==> src/rtl/wvb_readout_scheduler.sv <==
// Round-robin readout scheduler: one shared readout path for P_N_CHAN
// waveform channels. Pops a header, streams its samples, strobes read-done,
// then moves on to the next channel after the one just served.
//
// Ports:
//   clk, rst            clock, synchronous active-high reset
//   en, chan_mask       global enable / per-channel eligibility
//   hdr_empty, hdr_data per-channel show-ahead header FIFOs
//   wvb_data            per-channel sample data (1 cycle after wvb_rdreq)
//   hdr_rdreq           one-hot header pop
//   wvb_rdreq           one-hot sample read
//   wvb_rddone          one-hot waveform complete
//   dout_almost_full    downstream backpressure
//   dout_*              output beat (header on sop, samples otherwise)
//   busy, n_wvf_read    status
module wvb_readout_scheduler #(
  parameter int unsigned P_N_CHAN     = 4,
  parameter int unsigned P_CHAN_WIDTH = 2,
  parameter int unsigned P_DATA_WIDTH = 22,
  parameter int unsigned P_HDR_WIDTH  = 80,
  parameter int unsigned P_ADR_WIDTH  = 12,
  parameter int unsigned P_CNT_WIDTH  = 32
) (
  input  logic                              clk,
  input  logic                              rst,
  input  logic                              en,
  input  logic [P_N_CHAN-1:0]               chan_mask,
  input  logic [P_N_CHAN-1:0]               hdr_empty,
  input  logic [P_N_CHAN*P_HDR_WIDTH-1:0]   hdr_data,
  input  logic [P_N_CHAN*P_DATA_WIDTH-1:0]  wvb_data,
  output logic [P_N_CHAN-1:0]               hdr_rdreq,
  output logic [P_N_CHAN-1:0]               wvb_rdreq,
  output logic [P_N_CHAN-1:0]               wvb_rddone,
  input  logic                              dout_almost_full,
  output logic                              dout_valid,
  output logic                              dout_sop,
  output logic                              dout_eop,
  output logic [P_CHAN_WIDTH-1:0]           dout_chan,
  output logic [P_HDR_WIDTH-1:0]            dout_hdr,
  output logic [P_DATA_WIDTH-1:0]           dout_data,
  output logic                              busy,
  output logic [P_CNT_WIDTH-1:0]            n_wvf_read
);

  typedef enum logic [1:0] {S_IDLE, S_HDR, S_DATA, S_DONE} state_t;

  state_t                   state, state_nxt;
  logic [P_CHAN_WIDTH-1:0]  chan, ptr, found_chan;
  logic                     found, hold, smp_beat;
  logic [P_ADR_WIDTH-1:0]   cnt;
  logic [P_N_CHAN-1:0]      pending, chan_onehot;
  logic [P_HDR_WIDTH-1:0]   hdr_arr [P_N_CHAN];
  logic [P_DATA_WIDTH-1:0]  wvb_arr [P_N_CHAN];

  for (genvar k = 0; k < P_N_CHAN; k++) begin : g_unpack
    assign hdr_arr[k] = hdr_data[k*P_HDR_WIDTH +: P_HDR_WIDTH];
    assign wvb_arr[k] = wvb_data[k*P_DATA_WIDTH +: P_DATA_WIDTH];
  end

  assign pending     = en ? (chan_mask & ~hdr_empty) : '0;
  assign chan_onehot = P_N_CHAN'(1) << chan;

  // First pending channel at or after ptr, wrapping.
  always_comb begin : sel_search
    int unsigned idx;
    idx        = 0;
    found      = 1'b0;
    found_chan = '0;
    for (int unsigned i = 0; i < P_N_CHAN; i++) begin
      idx = (32'(ptr) + i) % P_N_CHAN;
      if (!found && pending[P_CHAN_WIDTH'(idx)]) begin
        found      = 1'b1;
        found_chan = P_CHAN_WIDTH'(idx);
      end
    end
  end

  // State register
  always_ff @(posedge clk) begin
    if (rst) state <= S_IDLE;
    else     state <= state_nxt;
  end

  // Next state; a held selection proceeds only while it is still pending
  always_comb begin
    state_nxt = state;
    case (state)
      S_IDLE: begin
        if (!dout_almost_full && ((hold && pending[chan]) || (!hold && found)))
          state_nxt = S_HDR;
      end
      S_HDR:  state_nxt = S_DATA;
      S_DATA: if (!dout_almost_full && cnt == '0) state_nxt = S_DONE;
      S_DONE: state_nxt = S_IDLE;
      default: state_nxt = S_IDLE;
    endcase
  end

  // Strobe outputs
  always_comb begin
    hdr_rdreq  = '0;
    wvb_rdreq  = '0;
    wvb_rddone = '0;
    case (state)
      S_HDR:  hdr_rdreq  = chan_onehot;
      S_DATA: if (!dout_almost_full) wvb_rdreq = chan_onehot;
      S_DONE: wvb_rddone = chan_onehot;
      default: ;
    endcase
  end

  // Datapath: selection, length counter, output beat registers, status
  always_ff @(posedge clk) begin
    if (rst) begin
      chan       <= '0;
      ptr        <= '0;
      hold       <= 1'b0;
      cnt        <= '0;
      smp_beat   <= 1'b0;
      dout_valid <= 1'b0;
      dout_sop   <= 1'b0;
      dout_eop   <= 1'b0;
      dout_chan  <= '0;
      dout_hdr   <= '0;
      busy       <= 1'b0;
      n_wvf_read <= '0;
    end else begin
      dout_valid <= 1'b0;
      dout_sop   <= 1'b0;
      dout_eop   <= 1'b0;
      smp_beat   <= 1'b0;
      busy       <= (state_nxt != S_IDLE);
      case (state)
        S_IDLE: begin
          if (hold) begin
            if (!pending[chan] || !dout_almost_full) hold <= 1'b0;
          end else if (found) begin
            chan <= found_chan;
            hold <= dout_almost_full;
          end
        end
        S_HDR: begin
          dout_valid <= 1'b1;
          dout_sop   <= 1'b1;
          dout_chan  <= chan;
          dout_hdr   <= hdr_arr[chan];
          cnt        <= hdr_arr[chan][P_ADR_WIDTH-1:0];
        end
        S_DATA: begin
          if (!dout_almost_full) begin
            dout_valid <= 1'b1;
            smp_beat   <= 1'b1;
            dout_chan  <= chan;
            dout_eop   <= (cnt == '0);
            if (cnt != '0) cnt <= cnt - P_ADR_WIDTH'(1);
          end
        end
        S_DONE: begin
          n_wvf_read <= n_wvf_read + P_CNT_WIDTH'(1);
          if (chan == P_CHAN_WIDTH'(P_N_CHAN - 1)) ptr <= '0;
          else                                     ptr <= chan + P_CHAN_WIDTH'(1);
        end
        default: ;
      endcase
    end
  end

  // Sample arrives from the buffer one cycle after its read strobe
  assign dout_data = smp_beat ? wvb_arr[dout_chan] : '0;

endmodule
==> config.mk <==
export PLATFORM = sky130hd
export DESIGN_NAME = wvb_readout_scheduler
export DESIGN_NICKNAME = d
export VERILOG_FILES = /design/src/rtl/wvb_readout_scheduler.sv
export SDC_FILE = /design/constraint.sdc
export NUM_CORES = 1
export LEC_CHECK = 0
export ABC_AREA = 1
export CAP_MARGIN = 15
export CORE_AREA = 4 4 223 225
export DETAILED_ROUTE_END_ITERATION = 12
export DIE_AREA = 0 0 227 229
export GPL_TIMING_DRIVEN = 0
export PLACE_DENSITY = 0.47
export SYNTH_ARGS = -nofsm -noshare
export SYNTH_HDL_FRONTEND = slang
export SYNTH_SLANG_ARGS = --single-unit
==> constraint.sdc <==
create_clock -name clk -period 2.5 [get_ports clk]
set_clock_uncertainty 0.15 [all_clocks]
set_input_delay 0.5 -clock clk [delete_from_list [all_inputs] [get_ports clk]]
set_output_delay 0.5 -clock clk [all_outputs]
set_load 0.01 [all_outputs]
==> summary.txt <==
Timing
  – Hold WS: 0.352 ns
  – TNS Setup: 0 ns
  – Worst-case setup margin in the final layout: 0.0473 ns
  – Final Hold Fails: 0
  – Final critical-path required period: 2.45 ns
  – Max Freq: 408 MHz
  – Max-slew violations: 0
  – Total of endpoints with negative setup slack in the final report: 0
  – RSZ-0062 raised after global routing: true
  – Headroom to the max-slew limit: 0.349
  – Period Utilization, post-route: 0.981
  – Tightest Pin Transition: 0.976 ns

Logic synthesis
  – Syn. warnings: 0
  – Part of the Yosys area used for sequential elements: 0.295
  – Largest family of logic cells by synthesized area: simple AND/OR/NAND/NOR gates
  – Number of enable-type register cells in the synthesized netlist: 0
  – Share of synthesized cell area in and, or, nand and nor gates: 0.305
  – Mux share of post-synthesis cell area: 0
  – Count of distinct cell types in the synthesized netlist: 40
  – Number of synthesized register bits: 138
  – Synthesized-area fraction occupied by xor and xnor cells: 0.0140
  – Synthesized area per cell: 5.96 sq um
  – Number of cells produced by synthesis: 1572
  – Complex-gate fraction of the synthesized area: 0.265
  – Post-Synth Adder-Cell Area: 0.0147
  – Synth Flop Type: dfxtp_1
  – Async S/R FF share, synth: 0
  – Net count after synthesis: 2003
  – Cell Area, Synth: 9360 sq um

Pwr
  – Worst VDD drop: 0.416 mV
  – Standby leakage power: 6.89 nW
  – P per Cell Area: 868 nW/um^2

Routing
  – Via count: 12900
  – Routed length on met3: 4970 microns
  – Number of DRC markers in iteration 0: 719
  – Routed length per instance: 21.5 microns
  – DRC violations left: 0
  – Top routing layer used: met5
  – Number of vias per cell after detailed routing: 4.59
  – Total wire length: 60300 microns
  – Number of detailed-route iterations in the first pass: 5
  – Detailed-routed wire length on met2: 30200 microns
  – Met1 WL: 23500 microns
  – Final antenna-violating net count: 0

Outcome
  – Status: completed

Worst hold path
  – Start point of the worst hold path: cnt[11]
  – Path type of the worst min-delay path: reg2reg

Die
  – Die height: 229 microns
  – Die footprint: 52000 sq um
  – Effective utilization at floorplan: 0.197
  – Placement row count: 80
  – IO Pins: 572
  – Horizontal die dimension: 227 microns
  – Core ar.: 47500 sq um

Setup path
  – List of cells traversed by the critical path: inv_8 > clkbuf_8 > ha_1 > inv_1 > nor2_2 > clkdlybuf4s15_1
  – Worst setup startpoint: chan[1]
  – Critical path arrival: 1.80 ns
  – Worst setup slack for register-to-register paths: 0.16 ns
  – Kind of cell with the highest combined delay on the critical path: buffers and inverters
  – Category of the worst setup path capture point: output port
  – Crit start category: flip-flop
  – Bufs and invs on worst path: 4
  – Critical path type: reg2out
  – Data required time at the worst endpoint: 1.85 ns
  – Largest fanout on the critical path: 11
  – Worst-path cell with the longest stage delay: dfxtp_4
  – Startpoint of the worst register-to-register path: chan[1]
  – Maximum cell stage delay along the critical path: 0.38 ns

Run
  – Max-cap violations: 0

Cells and area
  – Layout overhead on the synthesized area: 77.8%
  – Fraction of layout cells with a size suffix above 1: 0.0779
  – Fill cell instance count of the final layout: 5165
  – Final Net Count: 2600
  – Multi-input gate area: 5680 sq um
  – Fin area: 16600 sq um
  – Register cell area after layout: 2780 sq um

Place
  – Worst slack at placement: -1.17 ns
  – Dpl hpwl: 49400 microns
  – Port Buffer Count: 570
  – Final Wtd Congestion: 0.952
  – Placed inst area: 15800 sq um

Clock network
  – Clk sinks: 138
  – Clock latency at the later pin of the worst-skew pair: 0.45 ns
  – Number of clock buffers inserted by TritonCTS: 17
  – Clock transition time at the flip-flop clock pins of the worst setup and hold paths: 0.07 ns
  – Root Buffer Master: clkbuf_16
  – Longest Clk Path Bufs: 2
  – Deepest level of the CTS H-tree: 4
  – TritonCTS clock tree: yes

Global routing
  – Overall track demand over capacity in global routing: 0.220
  – Vias in the first global route: 13000
  – Initial antenna violation count: 21
  – Maximum number of pins on one net before global-route repair: 17
  – Wire length of the first global-routing pass: 84900 microns
  – Leftover overflow at the end of global routing: 0
flip-flops by register name, indices dropped and copies added, names as in the netlist:
register and flops:
ptr 2, state 2, dout_valid 1, hold 1, dout_eop 1, n_wvf_read 32, dout_chan 2, cnt 12
dout_hdr 80, smp_beat 1, dout_sop 1, chan 2, busy 1
worst register-to-register path: stages (launching register included):
cell and delay, ns:
dfxtp_4 0.38, inv_8 0.07, buf_4 0.25, buf_2 0.44, clkbuf_1 0.46, o21ai_0 0.24, o22ai_1 0.15, o21ai_0 0.09
inv_1 0.06
timing repair:
item	in CTS	in global routing
hold buffers	0	0
endpoints found under the hold margin	0	0
gates resized for setup	139	38
setup endpoints to repair	47	26
buffers inserted	11	0
pin swaps	2	4
cloned	0	0
final timing paths:
path             endpoint  cells after the start
min reg2reg       cnt[11]                      2
max          wvb_rdreq[1]                      6
max reg2reg  dout_hdr[70]                      8
min               cnt[11]                      2
power breakdown:
| part | internal (mW) | switching [mW] | leakage [nW] | total, mW |
|---|---|---|---|---|
| logic | 3.46 | 4.89 | 5.46 | 8.35 |
| clock network | 1.51 | 1.18 | 0.295 | 2.69 |
| registers | 2.91 | 0.504 | 1.13 | 3.41 |
cells in the mapped netlist, types with 2 or more instances:
library cell	instances	area share
nor3_4	2	0.0035
nand3_1	45	0.024
nor4_1	5	0.0033
nand2_2	7	0.0047
nand2_1	139	0.056
nand4_1	14	0.0094
nor2_1	444	0.18
inv_2	10	0.0040
buf_2	24	0.013
o22ai_1	68	0.045
xnor2_1	4	0.0037
xor2_1	11	0.010
a21oi_1	75	0.040
nor2_4	4	0.0048
nor3_1	13	0.0069
o21ai_1	66	0.035
nor2_2	5	0.0033
o21ai_2	3	0.0028
nand3b_1	3	0.0024
a31oi_1	2	0.0013
ha_1	11	0.015
o21ai_0	239	0.13
and3_1	4	0.0027
a32o_1	3	0.0032
dfxtp_1	138	0.30
inv_1	134	0.054
clkbuf_1	71	0.028
o211ai_1	2	0.0016
nand3_2	2	0.0021
buf_4	5	0.0040
o22a_1	3	0.0028
a21oi_2	4	0.0037
buf_1	5	0.0020
cell families after synthesis:
logic type,Yosys count
buffers and inverters,251
adder cells (fa/ha/maj),11
AND/OR/NAND/NOR,691
flip-flops,138
XOR/XNOR,15
AO/OA/AOI/OAI,466
layout by cell type, fill, tap and decap left out, types with 45 or more instances in the layout:
cell type / netlist / final
dfxtp_1: 138 / 132
a21oi_1: 75 / 74
o21ai_0: 239 / 234
o21ai_1: 66 / 68
o22ai_1: 68 / 68
nand2_1: 139 / 138
nand3_1: 45 / 45
nor2_1: 444 / 438
clkdlybuf4s50_1: 0 / 536
inv_1: 134 / 133
clkbuf_1: 71 / 60
through the flow:
step,util,total power [mW],cells
after floorplan,-,7.52,1572
after global placement,0.333,11.5,2757
after detailed placement,0.333,11.6,2757
after CTS,0.351,14.6,2797
after global routing,0.350,15.5,2809
final,0.350,14.4,2812
area by class of cell:
cell class	count	area share
multi-input combinational	1183	0.341
sequential	138	0.167
buffer	103	0.0342
clock buffer	17	0.0256
timing repair buffer	581	0.339
inverter	145	0.0335
tap	615	0.0462
antenna	15	0.00225
clock inverter	15	0.0108
per-layer routing:
layer / global-route usage / vias to the layer above
met5: 0 / -
met4: 0.0836 / 8
met3: 0.0683 / 68
met2: 0.393 / 523
met1: 0.243 / 5924
li1: - / 6397
Power figures use the tool's default switching activity.
==> RTL change 1: new RTL, same flow settings <==
Make the reset (`rst`) asynchronous in 2 clocked blocks. Comments in the files are not updated.
--- a/src/rtl/wvb_readout_scheduler.sv
+++ b/src/rtl/wvb_readout_scheduler.sv
@@ -78,3 +78,3 @@
   // State register
-  always_ff @(posedge clk) begin
+  always_ff @(posedge clk or posedge rst) begin
     if (rst) state <= S_IDLE;
@@ -112,3 +112,3 @@
   // Datapath: selection, length counter, output beat registers, status
-  always_ff @(posedge clk) begin
+  always_ff @(posedge clk or posedge rst) begin
     if (rst) begin
Function: differs if rst is asserted again (counterexample within 4 cycles, from zero or initial values and one cycle with rst high); with rst held inactive, the same outputs for 4 cycles.
==> RTL change 1 against the unedited design <==
- sequential power is 8.8% higher
- largest power group unchanged
- power rose by 15%
- sequential cell count did not move
- die area unchanged
- cell area rose by 0.76%
- wire length decreased by 6.9%
- hold slack lost 0.023 ns
- setup slack improved by 0.014 ns
- area after synthesis fell by 1.2%
==> RTL change 1: results <==
[status]
status = completed

[clock_network]
cts_root_buffer = clkbuf_16
cts.clk_slew.worst_paths_ns = 0.06
h-tree-depth = 4
cts_buffer_depth = 2
cts_made_buffers = 17
clk_latency_ns = 0.45

[pwr]
p_switching_w = 0.007575
leakagePower_nw = 7.036
vdd_drop_max_v = 0.0004479

[min_path]
hold_path.class = reg2reg

[global_routing]
grt_antenna_before_repair = 13
grt_pass1_wl_um = 80930
grtUsageTotal_pct = 20.86
grt_start_max_net_pins = 38

[routing]
routed_via_density = 4.511
drt_iter0_markers = 877
avgRoutedWirePerCell_um = 21.29
dr.pass1.iters = 5

[placement]
post-dp-hpwl_um = 45630
routabilityCongestion = 0.9244
pre_cts_slack_ns = -1.348
placed_cell_area_um2 = 15790
port_buffers = 570
placedCellCount = 2574

[yosys]
yosys_warnings = 0
synth_nets = 1818
seq_area_frac_synth_pct = 37.33
synthDistinctLibCells = 36
synthTopCellsByArea = dfrtp_1 37%, nor2_1 19%, o21ai_0 11%
async_flop_share_pct = 100.0
ys_top_cells_by_count = 464 x nor2_1, 207 x o21ai_0, 149 x nand2_1
synth_cells = 1386
synthFlopType = dfrtp_1

[finish]
top_regs = dout_hdr: 80 flops, n_wvf_read: 32 flops, cnt: 12 flops
finalNetCount = 2436
final-instance-count-excl-fill = 2638
drive_gt1_share_pct = 9.717

[critical_path]
crit_fanout = 9
ff2ff_setup_slack_ns = 0.21
arrival_ns = 1.79

[timing]
maxSlewHeadroom_pct = 41.49
whs_ns = 0.3284
hold_viol = 0
min_period_ns = 2.439

[floorplanning]
fp-row-count = 80
-- RTL change 1: changes by cell type after synthesis, moves of 5 or more --
cell      delta
dfrtp_1    +138
nand3_1      -9
inv_1       -79
a21oi_1     -39
dfxtp_1    -138
clkbuf_1    -14
o21ai_1     -54
nor2_1      +20
o22ai_1     -63
a32o_1       +5
o21ai_0     -32
a31oi_1     +66
xor2_1      +15
nand2_1     +10
-- RTL change 1: power by group through the flow --
stage	clock [W]	combinational [W]	sequential (W)
after detailed placement	0	0.00965	0.00370
after global placement	0	0.00963	0.00369
after floorplan	0	0.00457	0.00394
after global routing	0.00285	0.0112	0.00381
final	0.00270	0.0101	0.00371
after CTS	0.00276	0.0103	0.00370
-- RTL change 1: cell families after synthesis --
kind of cell | Yosys count | share of synthesized area (%)
adders and majority gates | 12 | 1.623
AOI/OAI and AO/OA | 339 | 19.86
DFF | 138 | 37.33
buffers and inverters | 160 | 6.966
xor gates and xnor gates | 34 | 3.219
and+or+nand+nor | 703 | 31.00
-- RTL change 1: layout make-up --
| cell class | instances | area, µm² |
|---|---|---|
| inverters | 66 | 272.8 |
| well taps | 615 | 769.5 |
| clock inverters | 14 | 173.9 |
| multi-input cells | 1088 | 5213 |
| fillers | 5120 | 30770 |
| flip-flops and latches | 138 | 3458 |
| repair buffers | 605 | 5863 |
| plain buffers | 88 | 579.3 |
| diodes | 6 | 15.01 |
| clock buffers | 18 | 429.2 |
-- RTL change 1: worst max-delay path, cell delays in order (launching register included) --
cell and delay (ns):
dfrtp_2 0.44, inv_2 0.08, ha_1 0.16, buf_6 0.12, clkinv_8 0.07, buf_8 0.13, nor2_1 0.10, clkdlybuf4s15_2 0.23
-- RTL change 1: final timing paths --
path	start	depth (start not counted)	endpoint
min	n_wvf_read[31]	1	n_wvf_read[31]
min in group asynchronous	rst	2	cnt[1]
min reg2reg	n_wvf_read[31]	1	n_wvf_read[31]
max	state[0]	7	wvb_rdreq[1]
max in group asynchronous	rst	4	dout_hdr[44]
max reg2reg	chan[1]	10	cnt[3]
-- RTL change 1: metal layers --
layer	routed length (µm)	track usage (%)	part of all wire, %	vias to the layer above
met5	20	0	0.036	-
met4	940	4.690	1.7	2
met3	3715	5.955	6.6	52
met2	28740	37.73	51	408
met1	22740	24.36	40	5626
li1	-	-	-	5811
-- RTL change 1: timing repair --
item,in CTS,in global routing
setup endpoints to repair,116,38
pin swaps,2,5
gates resized for setup,190,37
setup buffers,29,3
-- RTL change 1: metrics by stage --
| stage | total power (W) | utilization (%) |
|---|---|---|
| floorplan | 0.008505 | - |
| global placement | 0.01332 | 33.08 |
| detailed placement | 0.01335 | 33.21 |
| CTS | 0.01680 | 35.48 |
| global route | 0.01787 | 35.27 |
| finish | 0.01655 | 35.28 |
==> RTL change 2: new RTL, same flow settings <==
Without the edit above. Change the parameter `P_ADR_WIDTH` from 12 to 14.
--- a/src/rtl/wvb_readout_scheduler.sv
+++ b/src/rtl/wvb_readout_scheduler.sv
@@ -20,3 +20,3 @@
   parameter int unsigned P_HDR_WIDTH  = 80,
-  parameter int unsigned P_ADR_WIDTH  = 12,
+  parameter int unsigned P_ADR_WIDTH  = 14,
   parameter int unsigned P_CNT_WIDTH  = 32
Formal check against the unedited RTL: not equivalent (a bounded check fails within 4 cycles, from zero or initial values and one cycle with rst high).
==> RTL change 2 against the unedited design <==
- sequential cell count grew 2
- global-route usage grew 0.42 points
- area after synthesis increased by 0.61%
- synthesized cell count fell by 0.76%
- utilization rose by 0.21 points
- power increased by 6.1%
- wire length rose by 0.50%
- setup slack improved by 0.044 ns
- cell area is 0.61% higher
- clock power is 7% lower
- combinational power grew 13%
- count of clock-buffer cells in the layout is 2 higher
- critical endpoint is now hdr_rdreq[3]
- largest power group unchanged
==> RTL change 2: results <==
[global_routing]
met3_usage_pct = 6.928
grt_start_max_net_pins = 20
grt_pass1_wl_um = 86630
grt_use_met1_pct = 26.27
first_global_vias = 13230
use_met2_pct = 40.15
grt_antenna_before_repair = 11
grtUsageTotal_pct = 22.40

[placement]
placed_cell_area_um2 = 15890
pre_cts_slack_ns = -1.336

[timing]
timing.final.crit_share_pct = 96.35
whs_ns = 0.3158
maxSlewHeadroom_pct = 39.00

[clock_network]
post_cts_buffers = 12

[finish]
finalNetCount = 2589
top_regs = dout_hdr: 80 flops, n_wvf_read: 32 flops, cnt: 14 flops
final-instance-count-excl-fill = 2792

[critical_path]
reg2reg_to = dout_hdr[33]
worstReg2RegStart = chan[0]
slowest_delay_ns = 0.36
ff2ff_setup_slack_ns = 0.18
crit_end = hdr_rdreq[3]
startpoint = state[1]

[routing]
routed_via_density = 4.650
drt_iter0_markers = 678
route.met2.wl_um = 29930
wl_met1_um = 24300
met3_length_um = 5152

[status]
status = completed

[yosys]
ys_top_cells_by_count = 415 x nor2_1, 274 x o21ai_0, 143 x inv_1
seq_area_frac_synth_pct = 29.76
synthTopCellsByArea = dfxtp_1 30%, nor2_1 17%, o21ai_0 15%

[pwr]
vdd_drop_max_v = 0.0004062
leakagePower_nw = 7.014

[min_path]
hold_start = cnt[10]
## RTL change 2: area by class of cell
cell class / count / area, µm²
clock buffer: 19 / 442.9
multi-input combinational: 1158 / 5630
fill: 5217 / 30800
antenna: 5 / 12.51
sequential: 140 / 2819
buffer: 105 / 680.7
clock inverter: 13 / 118.9
tap: 615 / 769.5
timing repair buffer: 584 / 5694
inverter: 153 / 580.6
## RTL change 2: power breakdown
group	switching, W	internal, W	leakage (nW)
logic	0.00562	0.00385	5.60
registers	0.000457	0.00289	1.14
clock network	0.00111	0.00140	0.266
## RTL change 2: worst max-delay path, delay by kind of cell, from the launching register on
kind,cells,cell delay (ns)
AND/OR/NAND/NOR,1,0.07
buffers and inverters,5,0.69
adder cells (fa/ha/maj),1,0.19
flip-flops,1,0.36
## RTL change 2: logic make-up after synthesis
family          synth area share [%]
simple gates                   28.89
compound gates                 27.68
fa+ha+maj                      1.328
xor+xnor                       1.209
flops                          29.76
buf+inv                        11.13
